## src/rtl/seg_scan_capture.sv

```systemverilog
// seg_scan_capture
//   Receiving end of a two-digit multiplexed 7-segment display. Watches the
//   shared segment bus and the two digit enables, rebuilds both hex digits
//   and emits one VALID pulse per complete scan frame.
//
//   Ports
//     CLK    : system clock, rising edge
//     RST_N  : asynchronous active-low reset
//     SEG    : segment bus {dp,g,f,e,d,c,b,a}, active high
//     D1, D2 : digit-1 / digit-2 enables, active high
//     DIG1   : decoded digit-1 nibble   (updated with VALID, held otherwise)
//     DIG2   : decoded digit-2 nibble   (updated with VALID, held otherwise)
//     DP     : captured decimal points {dp1,dp2}
//     VALID  : one-cycle pulse per complete frame
//     DECERR : at least one digit of the presented frame was undecodable
//     ERR    : one-cycle pulse on an enable protocol violation
//     STALL  : level, no enable transition for TIMEOUT-1 cycles
//
//   Parameters
//     SETTLE  : cycles enables and SEG must be stable before capture (1..255)
//     TIMEOUT : idle cycles before STALL asserts (2..65535)
//
//   Build option
//     SEG_SCAN_DP_EN : when defined, SEG[7] is captured per digit into DP;
//                      otherwise SEG[7] is ignored and DP stays 0.

module seg_scan_capture #(
  parameter int unsigned SETTLE  = 4,
  parameter int unsigned TIMEOUT = 1024
) (
  input  logic       CLK,
  input  logic       RST_N,
  input  logic [7:0] SEG,
  input  logic       D1,
  input  logic       D2,
  output logic [3:0] DIG1,
  output logic [3:0] DIG2,
  output logic [1:0] DP,
  output logic       VALID,
  output logic       DECERR,
  output logic       ERR,
  output logic       STALL
);

  typedef enum logic [1:0] {SYNC, PH1, PH2} state_t;
  typedef enum logic [1:0] {
    EN_GAP = 2'b00,
    EN_D2  = 2'b01,
    EN_D1  = 2'b10,
    EN_BAD = 2'b11
  } en_t;

  localparam logic [7:0]  SETTLE_LAST = 8'(SETTLE - 1);
  localparam logic [15:0] STALL_AT    = 16'(TIMEOUT - 1);

  // Segment bus as seen by the capture logic; without the DP option the
  // dp bit is forced low so it takes part in neither settling nor capture.
  logic [7:0] seg_in;
`ifdef SEG_SCAN_DP_EN
  assign seg_in = SEG;
`else
  logic unused_dp;
  assign seg_in    = {1'b0, SEG[6:0]};
  assign unused_dp = SEG[7];
`endif

  state_t     state, state_nxt;
  en_t        r_en, p_en;
  logic [7:0] r_seg, p_seg;
  logic [7:0] cnt, cnt_nxt, cnt_run;
  logic       cap1, cap1_nxt, cap2, cap2_nxt;
  logic       take1, take2, fire_valid, fire_err;
  logic       same;
  logic [4:0] dec;
  logic [3:0] lat1, lat2;
  logic       bad1, bad2, ldp1, ldp2;
  logic [15:0] idle;

  function automatic logic [4:0] seg_decode(input logic [6:0] s);
    logic [4:0] r;
    case (s)
      7'h3F:   r = 5'h00;
      7'h06:   r = 5'h01;
      7'h5B:   r = 5'h02;
      7'h4F:   r = 5'h03;
      7'h66:   r = 5'h04;
      7'h6D:   r = 5'h05;
      7'h7D:   r = 5'h06;
      7'h07:   r = 5'h07;
      7'h7F:   r = 5'h08;
      7'h6F:   r = 5'h09;
      7'h77:   r = 5'h0A;
      7'h7C:   r = 5'h0B;
      7'h39:   r = 5'h0C;
      7'h5E:   r = 5'h0D;
      7'h79:   r = 5'h0E;
      7'h71:   r = 5'h0F;
      default: r = 5'h10;  // bad flag set, nibble 0
    endcase
    return r;
  endfunction

  assign dec  = seg_decode(r_seg[6:0]);
  assign same = (r_en == p_en) && (r_seg == p_seg);

  always_comb begin
    state_nxt  = state;
    cnt_nxt    = cnt;
    cap1_nxt   = cap1;
    cap2_nxt   = cap2;
    take1      = 1'b0;
    take2      = 1'b0;
    fire_valid = 1'b0;
    fire_err   = 1'b0;
    cnt_run    = '0;
    if (same) cnt_run = (cnt == '1) ? cnt : cnt + 8'd1;

    if (r_en == EN_BAD) begin
      fire_err  = 1'b1;
      state_nxt = SYNC;
      cap1_nxt  = 1'b0;
      cap2_nxt  = 1'b0;
      cnt_nxt   = '0;
    end else begin
      case (state)
        SYNC: begin
          cnt_nxt  = '0;
          cap1_nxt = 1'b0;
          cap2_nxt = 1'b0;
          if (r_en == EN_D1) state_nxt = PH1;
        end
        PH1: begin
          case (r_en)
            EN_D1: begin
              cnt_nxt = cnt_run;
              // Capture needs the current cycle stable as well, so the
              // latched value is one that has been held for SETTLE compares.
              if (!cap1 && same && cnt == SETTLE_LAST) begin
                take1    = 1'b1;
                cap1_nxt = 1'b1;
              end
            end
            EN_GAP: cnt_nxt = '0;
            EN_D2: begin
              cnt_nxt = '0;
              if (cap1) begin
                state_nxt = PH2;
              end else begin
                fire_err  = 1'b1;
                state_nxt = SYNC;
                cap1_nxt  = 1'b0;
                cap2_nxt  = 1'b0;
              end
            end
            default: ;
          endcase
        end
        PH2: begin
          case (r_en)
            EN_D2: begin
              cnt_nxt = cnt_run;
              if (!cap2 && same && cnt == SETTLE_LAST) begin
                take2    = 1'b1;
                cap2_nxt = 1'b1;
              end
            end
            EN_GAP: cnt_nxt = '0;
            EN_D1: begin
              cnt_nxt  = '0;
              cap1_nxt = 1'b0;
              cap2_nxt = 1'b0;
              if (cap2) begin
                fire_valid = 1'b1;
                state_nxt  = PH1;
              end else begin
                fire_err  = 1'b1;
                state_nxt = SYNC;
              end
            end
            default: ;
          endcase
        end
        default: state_nxt = SYNC;
      endcase
    end
  end

  always_ff @(posedge CLK or negedge RST_N) begin
    if (!RST_N) state <= SYNC;
    else        state <= state_nxt;
  end

  always_ff @(posedge CLK or negedge RST_N) begin
    if (!RST_N) begin
      r_seg  <= '0;
      p_seg  <= '0;
      r_en   <= EN_GAP;
      p_en   <= EN_GAP;
      cnt    <= '0;
      cap1   <= 1'b0;
      cap2   <= 1'b0;
      lat1   <= '0;
      lat2   <= '0;
      bad1   <= 1'b0;
      bad2   <= 1'b0;
      ldp1   <= 1'b0;
      ldp2   <= 1'b0;
      idle   <= '0;
      DIG1   <= '0;
      DIG2   <= '0;
      DP     <= '0;
      DECERR <= 1'b0;
      VALID  <= 1'b0;
      ERR    <= 1'b0;
    end else begin
      r_seg <= seg_in;
      r_en  <= en_t'({D1, D2});
      p_seg <= r_seg;
      p_en  <= r_en;
      cnt   <= cnt_nxt;
      cap1  <= cap1_nxt;
      cap2  <= cap2_nxt;
      if (take1) begin
        lat1 <= dec[3:0];
        bad1 <= dec[4];
        ldp1 <= r_seg[7];
      end
      if (take2) begin
        lat2 <= dec[3:0];
        bad2 <= dec[4];
        ldp2 <= r_seg[7];
      end
      VALID <= fire_valid;
      ERR   <= fire_err;
      if (fire_valid) begin
        DIG1   <= lat1;
        DIG2   <= lat2;
        DP     <= {ldp1, ldp2};
        DECERR <= bad1 | bad2;
      end
      if (r_en != p_en)    idle <= '0;
      else if (idle != '1) idle <= idle + 16'd1;
    end
  end

  assign STALL = (idle >= STALL_AT);

endmodule

```

## config.mk

```make
export PLATFORM = sky130hd
export DESIGN_NAME = seg_scan_capture
export DESIGN_NICKNAME = d
export VERILOG_FILES = /design/src/rtl/seg_scan_capture.sv
export SDC_FILE = /design/constraint.sdc
export NUM_CORES = 1
export LEC_CHECK = 0
export CAP_MARGIN = 20
export CORE_MARGIN = 3
export CORE_UTILIZATION = 42
export CTS_BUF_LIST = sky130_fd_sc_hd__clkbuf_16
export DETAILED_ROUTE_END_ITERATION = 10
export SYNTH_ARGS = -nofsm -noshare
export SYNTH_HDL_FRONTEND = slang
export SYNTH_SLANG_ARGS = --single-unit
```

## constraint.sdc

```tcl
create_clock -name CLK -period 3.9 [get_ports CLK]
set_clock_uncertainty 0.05 [all_clocks]
set_input_delay 0.975 -clock CLK [delete_from_list [all_inputs] [get_ports CLK]]
set_output_delay 0.975 -clock CLK [all_outputs]
set_load 0.005 [all_outputs]
```

After elaboration in Yosys (flattened, before gate mapping)
Index checks and enable logic that the tools add are counted.
- order comparisons: 1
- bitwise gates (word level): 1
- multiplexer cells: 46
- equality and inequality tests: 37
- add/subtract/negate cells: 2
- reduce and logical (&&, ||, !) cells: 17
- operator list (kind ; count):
    $eq A7 B7 Y1 const B ; 12
    $pmux W5 S16 ; 1
    $mux W16 ; 2
    $pmux W8 S2 ; 2
    $mux W1 ; 26
    $mux W8 ; 3
    $pmux W8 S3 ; 1
    $add A16 B1 Y16 const B ; 1
    $ge A16 B10 Y1 const B ; 1
    $ne A16 B16 Y1 const B ; 1
    $ne A4 B4 Y1 const B ; 4
    $eq A7 B3 Y1 const B ; 2
    $eq A7 B6 Y1 const B ; 2
    $ne A3 B3 Y1 const B ; 4
    $mux W2 ; 5
    $add A8 B1 Y8 const B ; 1
    $eq A8 B2 Y1 const B ; 1
    $eq A8 B8 Y1 const B ; 1
    $ne A4 B3 Y1 const B ; 2
    $eq A7 B7 Y1 ; 1
    $eq A2 B2 Y1 const B ; 3
    $pmux W1 S2 ; 3
    $pmux W1 S3 ; 2
    $pmux W2 S3 ; 1
    other kinds (13) ; 22
- output and inout port bits: 14
- bits in registers: 67
- input bits: 12
- word-level logic and storage cells: 122

Depth between registers and ports, before layout
- word-level depth: 8
- gate-level depth with buffers: 9
- gate-level depth less buffers: 7

Worst setup path before layout
OpenSTA, ideal clock, no wires.
- kind: reg2out
- start point: register idle[0]
- end point: output port STALL
- buffers on the path: 1
- arrival time: 1379 ps
- data required time: 2875 ps
- cell stages (with the launch flop): 6
- setup slack: 1496 ps
- cell sequence: dfrtp_1 > ha_1 > nand2_1 > nor3_1 > buf_2 > or4_1
- longest elaborated chain between the ends: 1
- RTL lines (item ; line ; source):
    start: declaration ; 77 ; logic [15:0] idle;
    start signal: assignment ; 242 ; else if (idle != '1) idle <= idle + 16'd1;
    $ge A16 B10 Y1 ; 246 ; assign STALL = (idle >= STALL_AT);
    end: declaration ; 42 ; output logic STALL
Every way passes these cells.

Worst setup path after layout
- start point: register idle[13]
- end point: output port STALL
Same word-level chain as after synthesis.

==> run_summary.xml <==
<?xml version="1.0" encoding="UTF-8"?>
<metrics>
  <group name="floorplan">
    <metric name="die_height" unit="um">95.7</metric>
    <metric name="initial_core_util" unit="%">43.5</metric>
    <metric name="die_area" unit="mm^2">0.00916</metric>
    <metric name="core.rowCount" unit="">32</metric>
    <metric name="core_area" unit="mm^2">0.00777</metric>
    <metric name="num_io_pins" unit="">26</metric>
    <metric name="die_width" unit="um">95.7</metric>
  </group>
  <group name="synthesis">
    <metric name="gate_count_post_synth" unit="">335</metric>
    <metric name="cell_with_the_most_instances_after_synthesis" unit="">sky130_fd_sc_hd__dfrtp_1</metric>
    <metric name="yosys_warnings" unit="">0</metric>
    <metric name="synth_edf_count" unit="">0</metric>
    <metric name="netlist_top_cells_area" unit="">sky130_fd_sc_hd__dfrtp_1 50%, sky130_fd_sc_hd__nand2_1 5.1%, sky130_fd_sc_hd__xnor2_1 4.1%</metric>
    <metric name="ys_dominant_reg_cell" unit="">sky130_fd_sc_hd__dfrtp_1</metric>
    <metric name="postSynthAreaPerCell" unit="um^2">10.1</metric>
    <metric name="postSynth.asyncResetShare" unit="%">100</metric>
    <metric name="synthDominantCellAreaShare" unit="%">49.6</metric>
    <metric name="synth_commonest_cells" unit="">67 x sky130_fd_sc_hd__dfrtp_1, 46 x sky130_fd_sc_hd__nand2_1, 20 x sky130_fd_sc_hd__nor2_1</metric>
    <metric name="proportion_of_synthesized_chip_area_in_sequential_cells" unit="%">49.6</metric>
    <metric name="synth.largest_area_cell" unit="">sky130_fd_sc_hd__dfrtp_1</metric>
    <metric name="netlist_area" unit="mm^2">0.00338</metric>
    <metric name="synth_cell_types" unit="">65</metric>
    <metric name="ys_ff_latch" unit="">67</metric>
  </group>
  <group name="cts">
    <metric name="numClockSinks" unit="">67</metric>
    <metric name="cts_setup_buffers" unit="">0</metric>
    <metric name="cts-root-to-sink-buffers" unit="">2</metric>
    <metric name="postCtsHoldBufs" unit="">0</metric>
    <metric name="tritoncts.num_buffers" unit="">9</metric>
    <metric name="postCtsResizedCells" unit="">0</metric>
    <metric name="clock_insertion_delay_at_the_later_pin_of_the_skew_report" unit="ns">0.33</metric>
    <metric name="ctsHtreeMaxLevel" unit="">3</metric>
    <metric name="clock_tree.root_cell" unit="">sky130_fd_sc_hd__clkbuf_16</metric>
    <metric name="clk_pin_slew" unit="ns">0.06</metric>
    <metric name="tritoncts" unit="">built</metric>
  </group>
  <group name="sta">
    <metric name="final_hold_viol_count" unit="">0</metric>
    <metric name="rsz0062_at_grt" unit="">no</metric>
    <metric name="layout_min_cycle_time" unit="ns">3.15</metric>
    <metric name="timing_max_transition_violations_final" unit="">0</metric>
    <metric name="finalSetupTns" unit="ns">0</metric>
    <metric name="max_freq" unit="GHz">0.317</metric>
    <metric name="worstMarginPinSlew" unit="ns">0.630</metric>
    <metric name="final_min_period_over_clock_period" unit="%">80.9</metric>
    <metric name="slew_headroom" unit="%">57.6</metric>
    <metric name="final_setup_viols" unit="">0</metric>
  </group>
  <group name="outcome">
    <metric name="status" unit="">completed</metric>
  </group>
  <group name="detailed_routing">
    <metric name="routed_via_density" unit="">5.42</metric>
    <metric name="drc" unit="">0</metric>
    <metric name="detailedRoute.firstIterationViolations" unit="">98</metric>
    <metric name="drtPass1Iterations" unit="">4</metric>
    <metric name="route.antenna.remaining_nets" unit="">0</metric>
    <metric name="totalWireLength" unit="um">6480</metric>
    <metric name="post_drt_wl_per_cell" unit="um">14.0</metric>
    <metric name="vias" unit="">2508</metric>
  </group>
  <group name="worst_setup_path">
    <metric name="worst-path-max-fanout" unit="">6</metric>
    <metric name="timing.setup.critical_path_class" unit="">reg -&gt; out</metric>
    <metric name="cp.arrival" unit="ns">2.13</metric>
    <metric name="critPathRequiredTime" unit="ns">2.87</metric>
    <metric name="crit_path_start_kind" unit="">flip-flop</metric>
    <metric name="critical_path_capture_point_type" unit="">output pin</metric>
  </group>
  <group name="global_routing">
    <metric name="grt.total_usage" unit="%">16.5</metric>
    <metric name="grt_pass1_vias" unit="">2477</metric>
    <metric name="grt.overflow.total" unit="">0</metric>
    <metric name="grt_start_max_net_pins" unit="">27</metric>
    <metric name="global_route_wire_length_before_repair" unit="um">11800</metric>
    <metric name="antenna_found_initial" unit="">0</metric>
  </group>
  <group name="cells_and_area">
    <metric name="syn_to_final_growth" unit="%">18.4</metric>
    <metric name="share_of_the_core_filled_with_cells" unit="%">51.5</metric>
    <metric name="drive_above_1_share" unit="%">11.1</metric>
    <metric name="fill_count" unit="">704</metric>
    <metric name="final_net_count" unit="">374</metric>
    <metric name="antenna_cells" unit="">0</metric>
    <metric name="total_area_of_multi_input_combinational_cells" unit="mm^2">0.00157</metric>
    <metric name="seqCellArea" unit="mm^2">0.00168</metric>
  </group>
  <group name="power">
    <metric name="power_leakage" unit="nW">1.76</metric>
    <metric name="power_switching_share" unit="%">23.0</metric>
    <metric name="power.share.clock" unit="%">49.9</metric>
    <metric name="ir_drop" unit="mV">0.230</metric>
    <metric name="pwr-share-seq" unit="%">40.8</metric>
    <metric name="power-per-cell-area" unit="mW/mm^2">455</metric>
    <metric name="pwr-share-comb" unit="%">9.2</metric>
    <metric name="power.switching" unit="mW">0.418</metric>
    <metric name="p_int" unit="mW">1.40</metric>
  </group>
  <group name="place">
    <metric name="final_weighted_congestion_in_routability_driven_placement" unit="">0.759</metric>
    <metric name="detailed_place_hpwl" unit="um">4450</metric>
    <metric name="io_buffer_count" unit="">22</metric>
  </group>
  <group name="job">
    <metric name="maxCapViolCount" unit="">0</metric>
  </group>
  <group name="min_path">
    <metric name="hold_path_class" unit="">reg -&gt; reg</metric>
  </group>
</metrics>
-- power by group through the flow --
stage | clock network (mW) | registers (mW) | logic, mW
after floorplan | 0 | 0.739 | 0.131
after global placement | 0 | 0.753 | 0.167
after detailed placement | 0 | 0.754 | 0.171
after CTS | 0.928 | 0.742 | 0.171
after global routing | 0.961 | 0.748 | 0.197
final | 0.908 | 0.743 | 0.167
-- flip-flops by register name, indices dropped and copies added (netlist names), 2 cells and up --
name,cells
idle,16
p_seg,7
cnt,8
r_en,2
p_en,2
DIG1,4
lat2,4
lat1,4
state,2
r_seg,7
DIG2,4
-- per-layer routing --
layer	routed length [um]	part of all wire (%)	track usage, %	up-vias
li1	-	-	-	1235
met1	3160	49	22.7	1230
met2	3050	47	25.1	34
met3	182	2.8	3.55	9
met4	90	1.4	6.64	0
met5	0	0	0	-
-- area by class of cell --
cell class,instances,area share [%]
clock inverters,7,2.69
inverters,14,1.31
flip-flops and latches,67,41.9
clock buffers,9,5.63
repair buffers,26,6.13
multi-input cells,238,39.1
well taps,102,3.19
-- stage by stage --
step / power (mW) / cells / area, um^2 / worst slack (ns) / hold WS, ns
2_1_floorplan: 0.870 / 336 / 3380 / 1.50 / 0.324
3_3_place_gp: 0.920 / 447 / 3670 / 1.09 / 0.399
6_report: 1.82 / 463 / 4000 / 0.746 / 0.420
4_1_cts: 1.84 / 463 / 4000 / 0.723 / 0.424
3_5_place_dp: 0.925 / 447 / 3670 / 1.09 / 0.407
5_1_grt: 1.91 / 463 / 4000 / 0.677 / 0.447
-- cell families after synthesis --
kind of cell	count (synthesis)	share of synthesized area [%]
XOR/XNOR	18	5.22
multiplexers	11	3.63
other	1	0.111
buffers and inverters	31	4.15
flip-flops	67	49.6
AND/OR/NAND/NOR	136	22.2
AO/OA/AOI/OAI	65	12.8
adder cells (fa/ha/maj)	6	2.22
-- worst max-delay path, stage by stage (launching register included) --
cell                              delay [ns]
sky130_fd_sc_hd__dfrtp_1                0.43
sky130_fd_sc_hd__or4_1                  0.50
sky130_fd_sc_hd__or4_1                  0.40
sky130_fd_sc_hd__clkdlybuf4s50_1        0.46
-- layout by cell type, fill, tap and decap left out, drive strengths merged, types with 3 or more instances in the layout --
cell / count
a31oi: 6
ha: 6
nand4: 9
clkbuf: 9
bufinv: 3
or4: 4
nor3: 4
inv: 14
a21oi: 19
clkdlybuf4s50: 21
nand3: 17
a21o: 3
mux2: 10
xnor2: 17
o22ai: 5
and3b: 5
and3: 4
or2: 3
clkinv: 4
nand2: 46
nor4: 4
nor2: 21
nand2b: 3
dfrtp: 67
buf: 5
o21ai: 13
-- path summary, 6_finish.rpt --
check | cells after the start | endpoint | slack [ns] | start
max in group asynchronous | 2 | r_seg[6] | 2.45 | RST_N
worst max-delay path | 3 | STALL | 0.75 | idle[13]
min in group asynchronous | 1 | cnt[0] | 0.59 | RST_N
worst min register to register | 2 | DIG1[3] | 0.42 | DIG1[3]
worst max register to register | 5 | lat2[2] | 1.63 | r_en[0]
worst min-delay path | 2 | DIG1[3] | 0.42 | DIG1[3]
Note: power is estimated with default switching activity, not from simulation.
